--- src/rtl/noc_pkg.sv ---
// rtl/noc_pkg.sv - shared flit-type, port-index and mesh constants for the router input stage
package noc_pkg;

    localparam logic [1:0] FT_BODY    = 2'b00;
    localparam logic [1:0] FT_TAIL    = 2'b01;
    localparam logic [1:0] FT_HDR     = 2'b10;
    localparam logic [1:0] FT_HDRTAIL = 2'b11;

    localparam int PORT_L     = 0;
    localparam int PORT_E     = 1;
    localparam int PORT_W     = 2;
    localparam int PORT_S     = 3;
    localparam int PORT_N     = 4;
    localparam int PORT_NUM   = 5;
    localparam int PORT_IDX_W = 3;

    localparam int X_NODE_NUM = 4;
    localparam int Y_NODE_NUM = 4;
    localparam int X_COORD_W  = 2;
    localparam int Y_COORD_W  = 2;

    typedef enum logic [1:0] {
        ST_IDLE = 2'd0,
        ST_REQ  = 2'd1,
        ST_XFER = 2'd2,
        ST_DROP = 2'd3
    } ibuf_state_e;

    // Bit 1 marks a header, bit 0 marks a tail; HDR+TAIL carries both.
    function automatic logic is_hdr(input logic [1:0] t);
        return t[1];
    endfunction

    function automatic logic is_tail(input logic [1:0] t);
        return t[0];
    endfunction

endpackage

--- src/rtl/ibuf_fifo.sv ---
// rtl/ibuf_fifo.sv - circular flit buffer with push/pop and occupancy count
module ibuf_fifo #(
    parameter int DEPTH = 4,
    parameter int WIDTH = 10
) (
    input  logic                     clk,
    input  logic                     rst_n,
    input  logic                     i_push,
    input  logic                     i_pop,
    input  logic [WIDTH-1:0]         i_data,
    output logic [WIDTH-1:0]         o_head,
    output logic                     o_empty,
    output logic                     o_full,
    output logic [$clog2(DEPTH):0]   o_count
);

    localparam int PTR_W = $clog2(DEPTH);
    localparam int CNT_W = PTR_W + 1;

    logic [WIDTH-1:0] r_mem [DEPTH];
    logic [PTR_W-1:0] r_wr_ptr;
    logic [PTR_W-1:0] r_rd_ptr;
    logic [CNT_W-1:0] r_count;
    logic             w_push;
    logic             w_pop;

    assign w_push = i_push && !o_full;
    assign w_pop  = i_pop && !o_empty;

    // Pointers wrap by natural overflow since DEPTH is a power of two.
    always_ff @(posedge clk or negedge rst_n) begin
        if (!rst_n) begin
            r_wr_ptr <= '0;
            r_rd_ptr <= '0;
            r_count  <= '0;
        end else begin
            if (w_push) r_wr_ptr <= r_wr_ptr + PTR_W'(1);
            if (w_pop)  r_rd_ptr <= r_rd_ptr + PTR_W'(1);
            case ({w_push, w_pop})
                2'b10:   r_count <= r_count + CNT_W'(1);
                2'b01:   r_count <= r_count - CNT_W'(1);
                default: r_count <= r_count;
            endcase
        end
    end

    always_ff @(posedge clk) begin
        if (w_push) r_mem[r_wr_ptr] <= i_data;
    end

    assign o_empty = (r_count == '0);
    assign o_full  = (r_count == CNT_W'(DEPTH));
    assign o_head  = o_empty ? '0 : r_mem[r_rd_ptr];
    assign o_count = r_count;

endmodule

--- src/rtl/input_port_buffer.sv ---
// rtl/input_port_buffer.sv - input flit FIFO with wormhole route lock; IBUF_ERR_CHECK_EN adds err_flag
module input_port_buffer
    import noc_pkg::*;
#(
    parameter int DEPTH  = 4,
    parameter int FLIT_W = 8,
    parameter int NPORT  = 5
) (
    input  logic                    clk,
    input  logic                    rst_n,
    input  logic [FLIT_W-1:0]       in_flit,
    input  logic [1:0]              in_type,
    input  logic                    in_valid,
    output logic                    in_ready,
    output logic [3:0]              rc_dest,
    input  logic [NPORT-1:0]        rc_req,
    output logic [NPORT-1:0]        sa_req,
    input  logic                    sa_grant,
    output logic [FLIT_W-1:0]       out_flit,
    output logic [1:0]              out_type,
    output logic                    out_valid,
    output logic [$clog2(DEPTH):0]  fifo_count
`ifdef IBUF_ERR_CHECK_EN
    ,
    output logic                    err_flag
`endif
);

    ibuf_state_e        r_state;
    logic [NPORT-1:0]   r_route_q;
    logic [FLIT_W+1:0]  w_head;
    logic [1:0]         w_head_type;
    logic               w_empty;
    logic               w_full;
    logic               w_push;
    logic               w_pop;
    logic               w_fwd_pop;

    ibuf_fifo #(
        .DEPTH (DEPTH),
        .WIDTH (FLIT_W + 2)
    ) u_fifo (
        .clk     (clk),
        .rst_n   (rst_n),
        .i_push  (w_push),
        .i_pop   (w_pop),
        .i_data  ({in_type, in_flit}),
        .o_head  (w_head),
        .o_empty (w_empty),
        .o_full  (w_full),
        .o_count (fifo_count)
    );

    assign w_head_type = w_head[FLIT_W+1:FLIT_W];
    assign in_ready    = !w_full;
    assign w_push      = in_valid && !w_full;
    assign out_valid   = ((r_state == ST_REQ) || (r_state == ST_XFER)) && !w_empty;
    assign w_fwd_pop   = out_valid && sa_grant;
    assign sa_req      = r_route_q;
    assign rc_dest     = w_head[3:0];
    assign out_flit    = w_head[FLIT_W-1:0];
    assign out_type    = w_head_type;

`ifdef IBUF_ERR_CHECK_EN
    logic r_err;
    logic w_discard;

    // Stray non-headers, unroutable headers and the rest of a dropped packet are popped internally.
    assign w_discard = !w_empty &&
                       (((r_state == ST_IDLE) && (!is_hdr(w_head_type) || (rc_req == '0))) ||
                        (r_state == ST_DROP));
    assign w_pop     = w_fwd_pop || w_discard;
    assign err_flag  = r_err;
`else
    assign w_pop     = w_fwd_pop;
`endif

    always_ff @(posedge clk or negedge rst_n) begin
        if (!rst_n) begin
            r_state   <= ST_IDLE;
            r_route_q <= '0;
`ifdef IBUF_ERR_CHECK_EN
            r_err     <= 1'b0;
`endif
        end else begin
            case (r_state)
                ST_IDLE: begin
                    if (!w_empty) begin
`ifdef IBUF_ERR_CHECK_EN
                        if (!is_hdr(w_head_type)) begin
                            r_err <= 1'b1;
                        end else if (rc_req == '0) begin
                            r_err <= 1'b1;
                            if (!is_tail(w_head_type)) r_state <= ST_DROP;
                        end else begin
                            r_route_q <= rc_req;
                            r_state   <= ST_REQ;
                        end
`else
                        r_route_q <= (rc_req == '0) ? NPORT'(1) : rc_req;
                        r_state   <= ST_REQ;
`endif
                    end
                end
                ST_REQ, ST_XFER: begin
                    if (w_fwd_pop) begin
                        if (is_tail(w_head_type)) begin
                            r_state   <= ST_IDLE;
                            r_route_q <= '0;
                        end else begin
                            r_state   <= ST_XFER;
                        end
                    end
                end
`ifdef IBUF_ERR_CHECK_EN
                ST_DROP: begin
                    if (w_discard && is_tail(w_head_type)) r_state <= ST_IDLE;
                end
`endif
                default: begin
                    r_state   <= ST_IDLE;
                    r_route_q <= '0;
                end
            endcase
        end
    end

endmodule

--- config.mk ---
export PLATFORM = sky130hd
export DESIGN_NAME = input_port_buffer
export DESIGN_NICKNAME = d
export VERILOG_FILES = /design/src/rtl/noc_pkg.sv /design/src/rtl/ibuf_fifo.sv /design/src/rtl/input_port_buffer.sv
export SDC_FILE = /design/constraint.sdc
export NUM_CORES = 1
export LEC_CHECK = 0
export ABC_AREA = 1
export ABC_CLOCK_PERIOD_IN_PS = 3000
export CAP_MARGIN = 20
export CELL_PAD_IN_SITES_DETAIL_PLACEMENT = 0
export CELL_PAD_IN_SITES_GLOBAL_PLACEMENT = 1
export CORE_ASPECT_RATIO = 1.1
export CORE_MARGIN = 2
export CORE_UTILIZATION = 41
export CTS_CLUSTER_SIZE = 40
export DETAILED_ROUTE_END_ITERATION = 10
export PLACE_DENSITY = 0.79
export SYNTH_ARGS = -nofsm -noshare
export SYNTH_HDL_FRONTEND = slang
export SYNTH_SLANG_ARGS = --single-unit
--- constraint.sdc ---
create_clock -name clk -period 3 [get_ports clk]
set_clock_uncertainty 0.15 [all_clocks]
set_input_delay 0.6 -clock clk [delete_from_list [all_inputs] [get_ports clk]]
set_output_delay 0.6 -clock clk [all_outputs]
set_load 0.005 [all_outputs]
# After elaboration in Yosys (flattened, before gate mapping)
# Memories as Yosys holds them, arrays and structs flattened.
# Cells that the tools add are included.
[totals] register_bits=14 mem_bits_rw=40 in_bits=19 memories=1
[op_classes] add_sub_neg=4 eq_ne=8 muxes=13 n_reduce_logical=15
[memory_table] memory="u_fifo.r_mem" words=4 word_bits=10 read_ports=1 rd_clocked_by_memory_dff=0 wr=1 line="ibuf_fifo.sv:20" text="logic [WIDTH-1:0] r_mem [DEPTH];"
[op_table] operator="$mux 5" count=4
[op_table] operator="$mux 10" count=1
[op_table] operator="$pmux 5 s2" count=1
[op_table] operator="$mux 2" count=3
[op_table] operator="$pmux 3 s2" count=1
[op_table] operator="$logic_and 1x1->1" count=5
[op_table] operator="$logic_not 5->1" count=1
[op_table] operator="$add 2x1->2 const B" count=2
[op_table] operator="$eq 2x1->1 const B" count=2
[op_table] operator="$eq 2x2->1 const B" count=2
[op_table] operator="$ne 2x1->1 const B" count=2
[op_table] operator="$pmux 2 s2" count=1
[op_table] operator="$add 3x1->3 const B" count=1
[op_table] operator="$eq 3x3->1 const B" count=1
[op_table] operator="$logic_not 3->1" count=1
[op_table] operator="$reduce_and 3->1" count=1
[op_table] operator="$sub 3x1->3 const B" count=1
[op_table] operator="$logic_not 1->1" count=2
[op_table] operator="$logic_not 2->1" count=1
[op_table] operator="$mux 1" count=2
[op_table] operator="$ne 2x2->1 const B" count=1
[op_table] operator="$reduce_and 2->1" count=1
[op_table] operator="$reduce_bool 2->1" count=1
[op_table] operator="$reduce_or 2->1" count=1
[op_table] operator="$logic_or 1x1->1" count=1

# Logic depth before layout (Yosys ltp)
[depth] depth_word=7 ltp_mapped=10

# Hierarchy
# Synthesis repeated with hierarchy kept, for this count alone.
[unflattened] cells_unflattened=277 area_unflattened_um2=2568.7
[by_module_without_submodules] module="ibuf_fifo" instances=1 cells_per_inst=215 area_each_um2=2137.0 seq_area_each_um2=1376.3
[by_module_without_submodules] module="input_port_buffer" instances=1 cells_per_inst=62 area_each_um2=431.7 seq_area_each_um2=175.2

# Least setup slack after synthesis
# Ideal clock, no wire load.
[synth_path] path_kind="flip-flop to flip-flop" start="register r_state[0]" end="register u_fifo.r_count[2], in the netlist u_fifo.o_count[2]" arrival_ns=1.823 t_required_ns=2.719 path_slack_ns=0.896 stages_incl_launch_ff=11 synth_period_minus_slack_ns=2.104 path_cell_list="dfrtp_1 > inv_1 > ha_1 > nand3_1 > inv_1 > ha_1 > inv_1 > fa_1 > a21oi_1 > o21ai_0 > xor2_1"
[synth_between] elab_chain_cells=7 elab_cells_between_ends=10 cone_classes="eq/ne (4); mux (1); reduce/logical (5)"
[synth_rtl] element="start, declared" line="input_port_buffer.sv:29" text="ibuf_state_e r_state;"
[synth_rtl] element="start signal, assigned" line="input_port_buffer.sv:80" text="r_state <= ST_IDLE;"
[synth_rtl] element="start signal, assigned" line="input_port_buffer.sv:101" text="r_state <= ST_REQ;"
[synth_rtl] element="start signal, assigned" line="input_port_buffer.sv:108" text="r_state <= ST_IDLE;"
[synth_rtl] element="$eq 2x1->1 / $eq 2x2->1 (equally long branches)" line="input_port_buffer.sv:57" text="assign out_valid = ((r_state == ST_REQ) || (r_state == ST_XFER)) && !w_empty;"
[synth_rtl] element="$logic_or 1x1->1 (*)" line="input_port_buffer.sv:57"
[synth_rtl] element="$logic_and 1x1->1 (*)" line="input_port_buffer.sv:57"
[synth_rtl] element="$logic_and 1x1->1 (*)" line="input_port_buffer.sv:58" text="assign w_fwd_pop = out_valid && sa_grant;"
[synth_rtl] element="$logic_and 1x1->1 (*)" line="ibuf_fifo.sv:28" text="assign w_pop = i_pop && !o_empty;"
[synth_rtl] element="named net u_fifo.w_pop" line="ibuf_fifo.sv:25" text="logic w_pop;"
[synth_rtl] element="$eq 2x1->1 / $eq 2x2->1 (equally long branches)" line="ibuf_fifo.sv:39" text="case ({w_push, w_pop})"
[synth_rtl] element="$pmux 3 s2 / $reduce_bool 2->1 (equally long branches)"
[synth_rtl] element="end signal, assigned" line="ibuf_fifo.sv:40" text="2'b10: r_count <= r_count + CNT_W'(1);"
[synth_rtl] element="end signal, assigned" line="ibuf_fifo.sv:41" text="2'b01: r_count <= r_count - CNT_W'(1);"
[synth_rtl] element="end signal, assigned" line="ibuf_fifo.sv:42" text="default: r_count <= r_count;"
[synth_rtl] element="end, declared" line="ibuf_fifo.sv:23" text="logic [CNT_W-1:0] r_count;"
# The timed path passes the listed nets; every way through them passes the cells marked *.
# A chain may end at the register's enable or synchronous reset.

# Final worst setup path
[layout_path] start="register u_fifo.r_count[2], in the netlist u_fifo.o_count[2]" end="output port out_flit[3]"
[layout_between] elab_chain_cells=2
[layout_rtl] element="$logic_not 3->1" line="ibuf_fifo.sv:51" text="assign o_empty = (r_count == '0);"
[layout_rtl] element="$mux 10" line="ibuf_fifo.sv:53" text="assign o_head = o_empty ? '0 : r_mem[r_rd_ptr];"
[layout_rtl] element="end, declared" line="input_port_buffer.sv:19" text="output logic [FLIT_W-1:0] out_flit,"
# Every way passes these cells.

==> results by group <==
Clocking
  – Reg clk slew, reported paths: 0.09 ns
  – Maximum root-to-sink buffer count: 2
  – TritonCTS clock tree: built
  – TritonCTS buffer count: 5
  – Clk Latency, worst-skew pair: 0.30 ns
  – CTS Root Cell: clkbuf_8
  – Post-cts hold buffer count: 0
  – H-Tree Depth: 2
  – CTS resizes: 0
  – Post-CTS setup repair buffer count: 0
  – CTS Sinks: 54

Timing
  – Max-slew violation count: 0
  – Worst slew pin tran: approximately 0.66 ns
  – Final setup violating endpoints: 0
  – Tmin final: between 2 and 3 ns
  – Count of final hold-check violations: 0
  – Post-route clock period utilization: between 90 and 100%
  – Highest clock rate: 0.3527 GHz
  – Slew HR: 55.56%
  – Fin Setup TNS: 0 ns
  – RSZ-0062 raised after global routing: false

Power
  – Int Pwr: slightly above 0.002 W
  – Net Sw Frac: between 30% and 40%
  – Power per cell area: 1044 mW/mm2
  – Worst vdd ir: 524.1 uV
  – Flop pwr share: a little over a third
  – Leakage dissipation: 1.203 nW
  – Clock share of power: between 15 and 20%
  – Combinational power share: 49.6%
  – Switching power: approximately 0.0011 W

Flow run
  – # Max-Cap Violations: 0

Route
  – Routed Wire Length: 4.316 mm
  – DR vias: 1,570
  – Antenna Nets Post-Route: 0
  – Initial detailed-routing violation count: 120
  – First drt pass iteration count: 4
  – # DRC: 0
  – Via density per instance: 4.645
  – DR WL/cell: about 13 um

Die
  – Core area: about 0.0057 mm2
  – Die width: 76.89 um
  – Die Y: 84.18 um
  – Rows: 29
  – Die area: around 0.0065 mm2
  – Starting Density: 42.06%
  – Io pins: 43

Worst setup path
  – Origin of the critical flop-to-flop path: r_state[1]
  – Reg-to-reg slack, setup: 0.75 ns
  – Worst reg2reg path depth: 10
  – Worst path cell trace: inv_2, nand3_4, clkinv_1, a21oi_1, clkdlybuf4s50_1
  – Critical Path Start Type: flop
  – CP max stage cell: clkdlybuf4s50_1
  – Critical path class: flop to primary output
  – Worst path max stage delay: 0.54 ns
  – Critical path endpoint category: primary output
  – Worst Path Arrival: roughly 2.1 ns
  – CP required: around 2.3 ns
  – R2R Path End: u_fifo.o_count[2]
  – Crit Path Max Fanout: 10

Layout
  – Layout Utilization: 52.95%
  – ANT cells: 0
  – Layout area overhead: 25.90%
  – Layout Nets: 286
  – Fill count: 509
  – Most frequent cells in the layout: nor2_1, clkdlybuf4s50_1, edfxtp_1
  – Commonest non-fill, non-tap cell in the layout: nor2_1
  – Area taken by multi-input logic gates: around 690 um2
  – Layout cells sized above 1: 11.11%
  – FF/Latch Area: approximately 0.0016 mm2

Synthesis
  – Syn Nets: between 200 and 250
  – Ys Warns: 0
  – Synth cell types: 28
  – Post-synth top area cell: edfxtp_1
  – Mapped Area: approximately 0.0024 mm2
  – Synthesized instance count: between 200 and 250
  – Seq/Total Area, Yosys: 64.75%
  – Synth top area share: 50.13%
  – Register bit total from synthesis: 54
  – Avg Inst Size Synth: about 11 um2
  – Top post-synthesis cells by area: edfxtp_1, dfrtp_1, nor2_1

Min path
  – Worst hold path class: flop to flop
  – Worst Hold Path EP: sa_req[2]
  – Hold path cells: 2
  – Hold_sp: sa_req[2]

Global route
  – Gr usage total: 14.30%
  – Vias in the first global route: between 1k and 1.5k
  – Maximum number of pins on one net before global-route repair: 23
  – Initial antenna violation count: 0
  – Gr ovfl total: 0
  – First-pass GRT wire length: 7.072 mm

Run status
  – Status: complete, no violations

Placement
  – Dpl hpwl: between 3 and 4 mm
  – GP Congestion: 0.7112
  – Port bufs: 42
-- power by group through the flow --
| stage | combinational, W | sequential (W) | clock [W] |
|---|---|---|---|
| 2_1_floorplan | 0.000963 | 0.00110 | 0 |
| 3_3_place_gp | 0.00157 | 0.00111 | 0 |
| 3_5_place_dp | 0.00159 | 0.00112 | 0 |
| 4_1_cts | 0.00160 | 0.00110 | 0.000501 |
| 5_1_grt | 0.00174 | 0.00113 | 0.000530 |
| 6_report | 0.00156 | 0.00110 | 0.000485 |
-- critical path, delay by kind of cell, from the launching register on --
family / cells / cell delay (ns)
simple gates: 1 / 0.12
compound gates: 1 / 0.29
flops: 1 / 0.41
buf+inv: 3 / 0.94
-- sequential cells by signal (all words and copies together), names as in the netlist --
register and flops:
u_fifo.r_rd_ptr 2, u_fifo.r_wr_ptr 2, u_fifo.o_count 3, r_state 2, sa_req 5, u_fifo.r_mem 40
-- layout make-up --
cell class	instances	area share [%]
Sequential cell	54	51.43
Multi-Input combinational cell	126	22.85
Timing Repair Buffer	49	15.68
Tap cell	77	3.194
Inverter	24	2.986
Clock buffer	5	2.281
Clock inverter	3	1.576
-- Yosys cell counts --
library cell,instances
clkinv_1,1
fa_1,1
nand2_4,3
xor2_1,4
buf_6,2
nor2_1,46
nor2_4,1
buf_4,4
a21oi_2,1
inv_2,4
nand2_1,14
clkbuf_1,1
nand2_2,3
dfrtp_1,14
o21ai_0,10
ha_1,6
nand3_4,1
buf_1,1
inv_1,19
a21oi_1,11
o21ai_1,12
o211ai_1,1
nand3_1,9
xnor2_1,1
edfxtp_1,40
buf_2,1
a21o_1,1
nand3_2,1
-- routing by layer --
metal | up-vias | share of wire [%] | global-route usage [%]
li1 | 795 | - | -
met1 | 736 | 45 | 17.62
met2 | 33 | 50 | 24.56
met3 | 6 | 3.9 | 3.548
met4 | 0 | 1.3 | 4.959
met5 | - | 0 | 0
-- worst max path at each step --
stage,from,to,slack (ns),cells after the start
2_1_floorplan,r_state[0],u_fifo.o_count[2],0.90,10
3_3_place_gp,sa_grant,u_fifo.o_count[2],0.42,9
3_5_place_dp,sa_grant,u_fifo.o_count[2],0.38,9
4_1_cts,u_fifo.o_count[2],out_flit[3],0.13,5
5_1_grt,u_fifo.r_rd_ptr[0],out_flit[7],0.01,6
6_report,u_fifo.o_count[2],out_flit[3],0.16,5
-- through the flow --
step           setup WS (ns)  power [W]  cell area [um2]  cells  hold slack (ns)
2_1_floorplan         0.8962   0.002063             2396    213           0.1544
3_3_place_gp          0.4177   0.002685             2900    330           0.3053
3_5_place_dp          0.3768   0.002706             2900    330           0.3113
4_1_cts               0.1299   0.003202             3017    338           0.3327
5_1_grt             0.009599   0.003397             3017    338           0.3731
6_report              0.1648   0.003150             3017    338           0.3265
-- cell families (layout without fill, tap and decap cells) --
kind of cell	count (synthesis)	after routing	synth area share (%)
buffers and inverters	33	81	6.474
AOI/OAI and AO/OA	36	36	7.885
and+or+nand+nor	78	78	15.09
adders and majority gates	7	7	3.969
xor gates and xnor gates	5	5	1.828
DFF	54	54	64.75
Note: power is estimated with default switching activity, not from simulation.
